--- src/rtl/udp_rx_payload_reader_pkg.sv ---
// udp_rx_payload_reader_pkg: shared FSM encodings, beat type and payload-length helper
package udp_rx_payload_reader_pkg;
    localparam logic [4:0] ST_IDLE  = 5'b00001;
    localparam logic [4:0] ST_LOAD  = 5'b00010;
    localparam logic [4:0] ST_READ  = 5'b00100;
    localparam logic [4:0] ST_DRAIN = 5'b01000;
    localparam logic [4:0] ST_DONE  = 5'b10000;
    typedef struct packed {
        logic       last;
        logic [7:0] data;
    } beat_t;
    // UDP length minus header, floored at zero without wrapping
    function automatic logic [16:0] payload_len(input logic [15:0] len, input logic [15:0] hdr);
        return (len > hdr) ? 17'(len) - 17'(hdr) : 17'd0;
    endfunction
endpackage

--- src/rtl/udp_rx_payload_reader_if.sv ---
// udp_rx_payload_reader_if: payload byte stream with valid/ready and last marker
//   data/valid/last driven by master, ready driven by slave
interface udp_rx_payload_reader_if;
    logic [7:0] data;
    logic       valid;
    logic       ready;
    logic       last;
    modport master(output data, valid, last, input ready);
    modport slave(input data, valid, last, output ready);
endinterface

--- src/rtl/udp_rx_payload_reader_skid_fifo.sv ---
// udp_rx_payload_reader_skid_fifo: 2-entry {last,data} buffer, head is the output entry
//   push/din write, pop drops head, occ = entries held (0..2); caller guarantees no overflow
module udp_rx_payload_reader_skid_fifo
    import udp_rx_payload_reader_pkg::*;
(
    input  logic       clk,
    input  logic       rst,
    input  logic       push,
    input  logic       pop,
    input  beat_t      din,
    output beat_t      head,
    output logic [1:0] occ
);
    beat_t tail;
    always_ff @(posedge clk) begin
        if (rst) begin
            head <= '0;
            tail <= '0;
            occ  <= 2'd0;
        end else begin
            head <= pop ? ((push && occ == 2'd1) ? din : tail) : ((push && occ == 2'd0) ? din : head);
            tail <= (push && (pop ? occ == 2'd2 : occ == 2'd1)) ? din : tail;
            occ  <= occ + 2'(push) - 2'(pop);
        end
    end
endmodule

--- src/rtl/udp_rx_payload_reader.sv ---
// udp_rx_payload_reader: drains the UDP receive RAM into a byte stream after each good packet
//   udp_rec_data_valid/length in, RAM read addr out / rdata in, stream m (master),
//   busy, pkt_done pulse, sticky len_err, saturating overrun_cnt
module udp_rx_payload_reader
    import udp_rx_payload_reader_pkg::*;
#(
    parameter int ADDR_W  = 11,
    parameter int HDR_LEN = 8,
    parameter int RAM_LAT = 1
) (
    input  logic                  clk,
    input  logic                  rst,
    input  logic                  udp_rec_data_valid,
    input  logic [15:0]           udp_rec_data_length,
    output logic [ADDR_W-1:0]     udp_rec_ram_read_addr,
    input  logic [7:0]            udp_rec_ram_rdata,
    udp_rx_payload_reader_if.master m,
    output logic                  busy,
    output logic                  pkt_done,
    output logic                  len_err,
    output logic [7:0]            overrun_cnt
);
    localparam int PW = ADDR_W + 1;
    localparam logic [16:0] MAXLEN = 17'(2 ** ADDR_W);
    logic [4:0]         st;
    logic               valid_d;
    logic [PW-1:0]      plen_r, issued, plen_c;
    logic [ADDR_W-1:0]  rd_addr;
    logic [RAM_LAT-1:0] v, l;
    logic [1:0]         occ, infl;
    logic [16:0]        plen_raw;
    logic               rise, issue, pop, last_rd;
    beat_t              head;
    assign rise     = udp_rec_data_valid & ~valid_d;
    assign plen_raw = payload_len(udp_rec_data_length, 16'(HDR_LEN));
    assign plen_c   = (plen_raw > MAXLEN) ? PW'(MAXLEN) : PW'(plen_raw);
    assign pop      = m.valid & m.ready;
    assign infl     = 2'($countones(v));
    assign last_rd  = issued == plen_r - PW'(1);
    // credit: buffered + in-flight bytes, less the one leaving now, must leave room for another
    assign issue    = st == ST_READ && issued != plen_r && 3'(occ) + 3'(infl) < 3'(pop) + 3'd2;
    assign udp_rec_ram_read_addr = rd_addr;
    assign m.valid  = occ != 2'd0;
    assign m.data   = head.data;
    assign m.last   = head.last;
    assign busy     = st != ST_IDLE;
    assign pkt_done = st == ST_DONE;
    always_ff @(posedge clk) begin
        if (rst) begin
            st          <= ST_IDLE;
            valid_d     <= 1'b0;
            plen_r      <= '0;
            issued      <= '0;
            rd_addr     <= '0;
            v           <= '0;
            l           <= '0;
            len_err     <= 1'b0;
            overrun_cnt <= 8'd0;
        end else begin
            valid_d <= udp_rec_data_valid;
            // read-latency pipeline carrying the valid and last tags alongside the RAM
            v <= RAM_LAT'({v, issue});
            l <= RAM_LAT'({l, issue & last_rd});
            if (rise && st != ST_IDLE && overrun_cnt != 8'hff)
                overrun_cnt <= overrun_cnt + 8'd1;
            if (issue) begin
                issued <= issued + PW'(1);
                // hold on the final address so a full-depth packet never wraps
                if (!last_rd)
                    rd_addr <= rd_addr + ADDR_W'(1);
            end
            case (st)
                ST_IDLE:  if (rise) st <= ST_LOAD;
                ST_LOAD: begin
                    plen_r  <= plen_c;
                    issued  <= '0;
                    rd_addr <= '0;
                    len_err <= len_err | (plen_raw > MAXLEN);
                    st      <= (plen_c == '0) ? ST_DONE : ST_READ;
                end
                ST_READ:  if (issue && last_rd) st <= ST_DRAIN;
                // only the final beat can remain once nothing is in flight
                ST_DRAIN: if (infl == 2'd0 && occ == 2'd1 && pop) st <= ST_DONE;
                default:  st <= ST_IDLE;
            endcase
        end
    end
    udp_rx_payload_reader_skid_fifo u_fifo (
        .clk  (clk),
        .rst  (rst),
        .push (v[RAM_LAT-1]),
        .pop  (pop),
        .din  ({l[RAM_LAT-1], udp_rec_ram_rdata}),
        .head (head),
        .occ  (occ)
    );
endmodule
--- src/flat_wrapper.sv ---
// flat-port wrapper written by rule: the top's interface ports become plain ports
module udp_rx_payload_reader_flat import udp_rx_payload_reader_pkg::*;
#(
    parameter int ADDR_W  = 11,
    parameter int HDR_LEN = 8,
    parameter int RAM_LAT = 1
)
  (clk, rst, udp_rec_data_valid, udp_rec_data_length, udp_rec_ram_read_addr, udp_rec_ram_rdata, busy, pkt_done, len_err, overrun_cnt, m_data, m_valid, m_last, m_ready);
  udp_rx_payload_reader_if m_i ();
  input  logic clk;
  input  logic rst;
  input  logic udp_rec_data_valid;
  input  logic [15:0] udp_rec_data_length;
  output logic [ADDR_W-1:0] udp_rec_ram_read_addr;
  input  logic [7:0] udp_rec_ram_rdata;
  output logic busy;
  output logic pkt_done;
  output logic len_err;
  output logic [7:0] overrun_cnt;
  output wire logic [$bits(m_i.data)-1:0] m_data;
  output wire logic [$bits(m_i.valid)-1:0] m_valid;
  output wire logic [$bits(m_i.last)-1:0] m_last;
  input wire logic [$bits(m_i.ready)-1:0] m_ready;
  assign m_data = m_i.data;
  assign m_valid = m_i.valid;
  assign m_last = m_i.last;
  assign m_i.ready = m_ready;
  udp_rx_payload_reader #(.ADDR_W(ADDR_W), .HDR_LEN(HDR_LEN), .RAM_LAT(RAM_LAT)) u_core (.clk(clk), .rst(rst), .udp_rec_data_valid(udp_rec_data_valid), .udp_rec_data_length(udp_rec_data_length), .udp_rec_ram_read_addr(udp_rec_ram_read_addr), .udp_rec_ram_rdata(udp_rec_ram_rdata), .m(m_i), .busy(busy), .pkt_done(pkt_done), .len_err(len_err), .overrun_cnt(overrun_cnt));
endmodule
--- config.mk ---
export PLATFORM = sky130hd
export DESIGN_NAME = udp_rx_payload_reader_flat
export DESIGN_NICKNAME = d
export VERILOG_FILES = /design/src/rtl/udp_rx_payload_reader_pkg.sv /design/src/rtl/udp_rx_payload_reader_if.sv /design/src/rtl/udp_rx_payload_reader_skid_fifo.sv /design/src/rtl/udp_rx_payload_reader.sv /design/src/flat_wrapper.sv
export SDC_FILE = /design/constraint.sdc
export NUM_CORES = 1
export LEC_CHECK = 0
export ABC_AREA = 1
export CAP_MARGIN = 5
export CELL_PAD_IN_SITES_DETAIL_PLACEMENT = 0
export CELL_PAD_IN_SITES_GLOBAL_PLACEMENT = 1
export CORE_MARGIN = 3
export CORE_UTILIZATION = 35
export CTS_CLUSTER_SIZE = 28
export DETAILED_ROUTE_END_ITERATION = 8
export PLACE_DENSITY = 0.75
export REMOVE_ABC_BUFFERS = 1
export SYNTH_ARGS = -nofsm -noshare
export SYNTH_HDL_FRONTEND = slang
export SYNTH_SLANG_ARGS = --single-unit
export TNS_END_PERCENT = 100
--- constraint.sdc ---
create_clock -name clk -period 2 [get_ports clk]
set_input_delay 0.3 -clock clk [delete_from_list [all_inputs] [get_ports clk]]
set_output_delay 0.3 -clock clk [all_outputs]
set_load 0.03 [all_outputs]
Yosys cells after proc, flatten, opt, wreduce, memory -nomap -nowiden
Cells that the tools add are included.
{"block": "totals", "in_bits": 28, "out_inout_bits": 32, "regBits": 72, "wordCells": 75}
{"block": "classes", "eq_ne": 14, "addsub": 9, "reduce_logical": 18, "magnitude_cmp": 3, "muxes": 11, "bitwise": 6}
{"op": "2-to-1 mux 9 bit", "count": 3}
{"op": "2-to-1 mux 5 bit", "count": 4}
{"op": "case mux 5 bit (4 select lines)", "count": 1}
{"op": "greater-than comparator 17 x 12 -> 1 bit (second input constant)", "count": 1}
{"op": "2-to-1 mux 17 bit", "count": 1}
{"op": "subtractor 16 x 4 -> 17 bit (second input constant)", "count": 1}
{"op": "greater-than comparator 16 x 4 -> 1 bit (second input constant)", "count": 1}
{"op": "adder 12 x 1 -> 12 bit (second input constant)", "count": 1}
{"op": "equality test 12 bit", "count": 1}
{"op": "logical NOT 12 bit", "count": 1}
{"op": "2-to-1 mux 12 bit", "count": 1}
{"op": "!= test 12 bit", "count": 1}
{"op": "subtractor 12 x 1 -> 12 bit (second input constant)", "count": 1}
{"op": "adder 11 x 1 -> 11 bit (second input constant)", "count": 1}
{"op": "logical AND 1 bit", "count": 10}
{"op": "adder 8 x 1 -> 8 bit (second input constant)", "count": 1}
{"op": "!= test 8 bit (second input constant)", "count": 1}
{"op": "equality test 5 x 1 -> 1 bit (second input constant)", "count": 1}
{"op": "equality test 5 x 2 -> 1 bit (second input constant)", "count": 1}
{"op": "equality test 5 x 3 -> 1 bit (second input constant)", "count": 1}
{"op": "equality test 5 x 4 -> 1 bit (second input constant)", "count": 1}
{"op": "equality test 5 bit (second input constant)", "count": 1}
{"op": "!= test 5 x 1 -> 1 bit (second input constant)", "count": 1}
{"op": "logical NOT 2 bit", "count": 2}
{"op": "17 further kinds", "count": 22}

Depth between registers and ports, before layout
Gate-level depths: netlist of run 1.
{"block": "logic_depth", "word_depth": 8, "depth_mapped": 18, "mapped_depth_nobuf": 18}

Modules after synthesis
From an unflattened synthesis of run 1, not the netlist that was laid out.
{"block": "unflattened", "hier_cells": 667, "hier_area_um2": 4540.6}
{"module": "udp_rx_payload_reader", "area_each_um2": 3442.1, "seq_area_each_um2": 1041.0, "instances": 1, "cells_per_inst": 503}
{"module": "udp_rx_payload_reader_skid_fifo", "area_each_um2": 1098.6, "seq_area_each_um2": 400.4, "instances": 1, "cells_per_inst": 164}

Least setup slack after synthesis of run 1
Ideal clock, no wire load.
{"block": "synth_path", "path_type": "register -> register", "startpoint": "register u_core.plen_r[1]", "endpoint": "register u_core.rd_addr[4] (netlist: u_core.udp_rec_ram_read_addr[4])", "setup_slack_ps": -76, "path_stages_with_launch": 15, "arrival_ps": 1948, "n_path_buf": 1, "t_required_ps": 1872, "setup_ps": 128, "synth_period_minus_slack_ps": 2076, "cell_sequence": "dfxtp_1 > inv_1 > ha_1 > xor2_1 > nand2_1 > nor4_1 > nand3_1 > nor2_2 > nand2_4 > nand2_4 > buf_8 > nor2_2 > xor2_1 > inv_1 > nor2_1"}
{"block": "synth_between", "elab_chain_len": 4, "elab_cells_between_ends": 7, "cone_classes": "1 x add/sub; 2 x eq/ne; 1 x bitwise; 3 x reduce/logical"}
{"item": "start: declaration", "line": "udp_rx_payload_reader.sv:27", "rtl": "logic [PW-1:0] plen_r, issued, plen_c;"}
{"item": "start signal: assignment", "line": "udp_rx_payload_reader.sv:75", "rtl": "plen_r <= plen_c;"}
{"item": "subtractor 12 x 1 -> 12 bit / != test 12 bit (equally long branches)", "line": "udp_rx_payload_reader.sv:39, udp_rx_payload_reader.sv:41"}
{"item": "equality test 12 bit / logical AND 1 bit (equally long branches)", "line": "udp_rx_payload_reader.sv:39, udp_rx_payload_reader.sv:41"}
{"item": "NOT 1 bit (no line) / logical AND 1 bit (equally long branches)"}
{"item": "AND reduction 2 bit (no line) (*)"}
{"item": "end signal: assignment", "line": "udp_rx_payload_reader.sv:70", "rtl": "rd_addr <= rd_addr + ADDR_W'(1);"}
{"item": "end: declaration", "line": "udp_rx_payload_reader.sv:28", "rtl": "logic [ADDR_W-1:0] rd_addr;"}
Mark *: on every way between the ends. The rest lies on a longest branch, timed or not.
A chain may end at the register's enable or synchronous reset.

Final worst setup path of run 1
{"block": "layout_path", "startpoint": "register u_core.plen_r[1]", "endpoint": "register u_core.rd_addr[8] (netlist: u_core.udp_rec_ram_read_addr[8])"}
The elaborated chain is that of the path after synthesis.

==> results of run 1 <==
-- worst max-delay path by stage --
| stage | cells past startpoint | to | slack, ns | start |
|---|---|---|---|---|
| 6_report | 14 | u_core.udp_rec_ram_read_addr[8] | -0.15 | u_core.plen_r[1] |
| 5_1_grt | 14 | u_core.udp_rec_ram_read_addr[2] | -0.32 | u_core.plen_r[1] |
| 4_1_cts | 13 | u_core.udp_rec_ram_read_addr[2] | -0.12 | u_core.plen_r[0] |
| 3_5_place_dp | 17 | u_core.st[4] | -0.41 | udp_rec_data_length[4] |
| 3_3_place_gp | 17 | u_core.st[4] | -0.37 | udp_rec_data_length[3] |
| 2_1_floorplan | 13 | u_core.udp_rec_ram_read_addr[3] | -0.04 | u_core.plen_r[1] |
-- worst min-delay path, cell delays in order (launching register included) --
cell and delay [ns]:
dfxtp_1 0.32, inv_1 0.05, a21oi_1 0.05
-- registers in the layout (all words and copies together) (netlist names) --
signal and flops:
u_core.v 1, u_core.valid_d 1, u_core.udp_rec_ram_read_addr 11, u_core.u_fifo.tail 9, u_core.overrun_cnt 8, u_core.l 1, u_core.issued 12, u_core.plen_r 12
u_core.u_fifo.head 9, u_core.st 5, u_core.len_err 1, u_core.u_fifo.occ 2
-- kinds of logic (layout without fill, tap and decap cells) --
family	after synthesis	after routing	synth area share, %
flops	72	72	34.24
fa+ha+maj	9	9	2.675
xor+xnor	28	28	5.826
simple gates	293	294	33.50
compound gates	97	97	12.93
buf+inv	94	262	8.680
mux	9	9	2.140
-- layout make-up --
type | count | area, µm²
inverters | 85 | 325.3
repair buffers | 162 | 1405
multi-input cells | 437 | 2759
clock buffers | 12 | 246.5
well taps | 143 | 178.9
flip-flops and latches | 72 | 1448
fillers | 1117 | 5160
clock inverters | 3 | 42.54
-- power by group --
group / internal, mW / switching [mW]
Clock: 0.991 / 0.593
Sequential: 1.51 / 0.0524
Combinational: 0.410 / 0.511
-- repair_timing --
| action | in CTS | in global routing |
|---|---|---|
| gates resized for setup | 53 | 53 |
| setup buffers | 19 | 5 |
| setup endpoints to repair | 25 | 40 |
| cloned | 1 | 0 |
| pin swaps | 32 | 22 |
-- cell usage after synthesis, types with 2 or more instances --
library cell,n,share of area [%]
mux2i_1,9,2.1
nand3b_1,3,0.54
inv_1,79,7.0
nand2_1,103,9.2
nor3b_1,4,0.71
dfxtp_1,72,34
or2_2,3,0.45
ha_1,9,2.7
o21ai_1,3,0.36
xnor2_1,10,2.1
nand2_2,6,0.89
a21oi_1,34,4.0
o21ai_0,47,5.6
nor3_1,13,1.5
nand2_4,7,1.9
o22ai_1,3,0.45
xor2_1,18,3.7
inv_2,5,0.45
o211ai_1,2,0.36
nand4_1,6,0.89
nor2_4,4,1.1
nor4_1,6,0.89
a211oi_1,2,0.36
nand3_1,37,4.4
nand3_2,3,0.71
clkbuf_1,6,0.54
nor2_1,81,7.2
nor2_2,11,1.6
-- routing by layer --
layer	track usage, %	wire, µm	vias to the layer above
li1	-	-	2274
met1	21.83	5247	1917
met5	0	0	-
met4	6.187	176	0
met3	3.446	406	16
met2	28.05	5093	63
-- through the flow --
stage,area (µm²),setup TNS [ns],util [%]
3_3_place_gp,5525,-6.687,47.78
3_5_place_dp,5525,-8.665,47.78
6_report,6405,-0.8915,55.38
4_1_cts,6151,-0.5047,53.19
2_1_floorplan,4163,-0.09992,-
5_1_grt,6405,-3.635,55.38
==> metrics, run 1 <==
outcome=complete, but fails checks; Pwr Density=634.8 mW/mm²; CP Max Fanout=6; initial detailed-routing violation count=202; reg2reg end=u_core.udp_rec_ram_read_addr[8]; slowest stage delay, CP=0.32 ns; final worst slack=-0.1472 ns; row count=39; aggregate routed wire length=10920 µm; DRT Pass-1 Iters=4; Hold Path Depth=2; share of layout cells above drive strength 1=28.66%; maxcap violations=0; Die Y=115.7 µm; RSZ-0062 raised after global routing=yes; crit path time final=2.147 ns; GRT Residual Overflow=0; DR vias/cell=4.672; Relative slew margins=68.69%; CTS root buf=clkbuf_16; Cell Count, Final, Fillers Out=914; die width=115.7 µm; Fin Hold WS=0.4634 ns; Final Cycle Share=107.4%; Pwr Total=4.066 mW; CTS Hold Bufs=0; Primary FF master, synth=dfxtp_1; Worst Min Path Start=u_core.overrun_cnt[7]; I/O pins=60; Seq/Total Area, Yosys=34.24%; clk_lat worst skew=0.34 ns; DRC=0; final-report max-slew violation count=0; CP Cell Sequence=buf_6, nor3_4, nand2_2, nor2_4, nand2_1, xnor2_1, nor3b_2, nand2_4, nand2_8, buf_4, nor2_4, xor2_1, inv_1, nor2_1; largest net degree at the start of global routing=20; n_diodes=0; crit end category=flip-flop; Final #Nets=804; die footprint=0.01338 mm²; Worst VDD drop=0.3575 mV; WL/cell=11.95 µm; Sink Count=72; CP required=2.23 ns; Slew @ Worst Pin=0.4648 ns; cell family with most CP delay=simple AND/OR/NAND/NOR gates; most frequent cells in the layout=nand2_1, buf_4, inv_1; Post-synth EDFFs=0; final hold violations=0; clock transition at the registers of the reported paths=0.06 ns; Hold EP=u_core.overrun_cnt[7]; Buffers on Ports=59; core box area=0.01156 mm²; failing checks=setup timing; GRT Util Overall=16.91%; initial core utilization=36.40%; crit-path most repeated cell=nor2_4; initial antenna violation count=0; Post-Syn Instances=602; Setup Slack @ Placement=-0.4087 ns; Setup crit start kind=flip-flop; HPWL after DPL=8054 µm; Post-DRT Antenna Nets=0; most common cell after layout, fill and taps aside=nand2_1; first-pass GRT wire length=18330 µm; worst hold path type=flip-flop to flip-flop; Max Clock Freq=0.4657 GHz; critical path arrival=2.38 ns; reg2reg setup slack=-0.15 ns; CP bufs+invs=3; synthesized cell area=0.004209 mm²; vias in the first global route=4171; placed insts=874; synth warn=0; kind of critical path=flip-flop to flip-flop; leakage=2.856 nW; Mapped Avg Cell Area=6.992 µm²; CTS tree=yes; Seq cells post-synth=72; H-Tree Depth=3; routed vias=4270; Worst Reg-to-Reg Cells=14; Final setup viols=11; ys async rst share=0%; deepest clock path buffer count=2; Critical R2R Launch=u_core.plen_r[1]; CTS buffer count=9; crit path max-delay cell type=dfxtp_2; synth unique cells=44; Worst Clk Skew=0.006946 ns; Final Wtd Congestion=0.8790; Area growth syn-to-layout=52.17%
Power figures use the tool's default switching activity.
==> inputs of run 2 (changes only) <==
Settings changed: CORE_UTILIZATION 35 to 36, GPL_TIMING_DRIVEN from default to 0, PLACE_DENSITY 0.75 to 0.77.
==> metrics, run 2 (synthesized netlist as in run 1, its figures left out) <==
outcome=complete, but fails checks; failing checks=setup timing; reg2reg setup slack=-0.08 ns; GRT Util Overall=16.56%; CP required=2.22 ns; initial detailed-routing violation count=208; Post-DRT Antenna Nets=0; largest net degree at the start of global routing=28; Final Cycle Share=103.8%; DR vias/cell=4.916; Max Clock Freq=0.4818 GHz; routed vias=4110; deepest clock path buffer count=2; final-report max-slew violation count=0; aggregate routed wire length=10680 µm; CTS root buf=clkbuf_16; core box area=0.01113 mm²; HPWL after DPL=7453 µm; filler cell count=1107; Final Wtd Congestion=0.7936; Buffers on Ports=59; first-pass GRT wire length=17820 µm; final worst slack=-0.07570 ns; Final #Nets=729; design area=0.005811 mm²; crit path time final=2.076 ns; initial antenna violation count=0; Setup crit start kind=flip-flop; WL/cell=12.77 µm; DRT Pass-1 Iters=4; dpl cell area=0.004928 mm²; Area growth syn-to-layout=38.05%; DRC=0; die width=114.1 µm; most common cell after layout, fill and taps aside=nand2_1; kind of critical path=flip-flop to flip-flop; clk_lat worst skew=0.33 ns; row count=38; Worst Reg-to-Reg Cells=14; RSZ-0062 raised after global routing=yes; most frequent cells in the layout=nand2_1, inv_1, nor2_1; CP Max Fanout=5; n_diodes=0; die footprint=0.01303 mm²; Relative slew margins=27.32%; GRT Residual Overflow=0; Pwr Density=707.5 mW/mm²; placed insts=792; leakage=2.521 nW; share of layout cells above drive strength 1=20.83%; final hold violations=0; crit end category=flip-flop; H-Tree Depth=3; maxcap violations=0; Hold Path Depth=3; Die Y=114.1 µm; Cell Count, Final, Fillers Out=836; worst hold path type=input pin to flip-flop; CTS tree=yes; Final setup viols=10; vias in the first global route=3866; Fin Hold WS=0.3835 ns; clock transition at the registers of the reported paths=0.05 ns; initial core utilization=37.83%; Worst Clk Skew=0.004907 ns; Sink Count=72; CTS buffer count=9; Slew @ Worst Pin=1.083 ns; I/O pins=60; Worst VDD drop=0.4121 mV; critical path arrival=2.29 ns
==> run 2: what timing repair did <==
action                                  CTS  global route
setup buffers                            23             4
gates cloned                              1             1
hold buffers                              0             0
hold endpoints to repair                  0             0
endpoints found under the setup margin   40            45
gates resized for setup                  75            36
pin swaps                                30            23
==> run 2: power breakdown <==
part / switching (mW) / internal [mW]
clock network: 0.582 / 1.15
logic: 0.498 / 0.321
registers: 0.0516 / 1.51
total: 1.13 / 2.98
==> run 2: metrics by stage <==
stage          total power [mW]  utilization (%)  setup TNS (ns)  worst slack, ns
6_report                  4.111            52.23         -0.4262         -0.07570
5_1_grt                   4.311            52.23          -3.813          -0.2926
4_1_cts                   4.113            50.91         -0.2142         -0.05531
3_5_place_dp              2.331            44.30          -28.04          -0.9230
3_3_place_gp              2.315            44.30          -27.69          -0.9014
2_1_floorplan             2.039                -        -0.09992         -0.04116
==> run 2: critical path: stages (launching register included) <==
cell     delay (ns)
dfxtp_4        0.38
inv_4          0.04
ha_4           0.26
xor2_2         0.12
nand2_1        0.08
nor4_2         0.24
nand3_1        0.13
nor2_2         0.14
nand2_4        0.11
nand2_8        0.11
buf_12         0.10
nor2_2         0.03
xor2_1         0.13
inv_1          0.05
nor2_1         0.03
==> run 2: final timing paths <==
check                         start                         endpoint
max                u_core.plen_r[0]  u_core.udp_rec_ram_read_addr[8]
min reg2reg          u_core.len_err                   u_core.len_err
max reg2reg        u_core.plen_r[0]  u_core.udp_rec_ram_read_addr[8]
min          udp_rec_data_length[2]                 u_core.plen_r[2]
==> run 2: area by class of cell <==
cell class / instances / area, µm² / share of cell area (%)
clock buffer: 12 / 256.5 / 4.414
sequential: 72 / 1451 / 24.98
clock inverter: 3 / 65.06 / 1.120
multi-input combinational: 436 / 2683 / 46.17
timing repair buffer: 86 / 827.0 / 14.23
inverter: 85 / 337.8 / 5.814
timing repair inverter: 2 / 15.01 / 0.2584
tap: 140 / 175.2 / 3.015
==> run 2: metal layers <==
| metal | up-vias | global-route usage, % | share of wire, % |
|---|---|---|---|
| met2 | 86 | 26.46 | 47 |
| met4 | 0 | 4.355 | 0.96 |
| met5 | - | 0 | 0 |
| met3 | 11 | 3.488 | 3.7 |
| li1 | 2138 | - | - |
| met1 | 1875 | 22.75 | 49 |
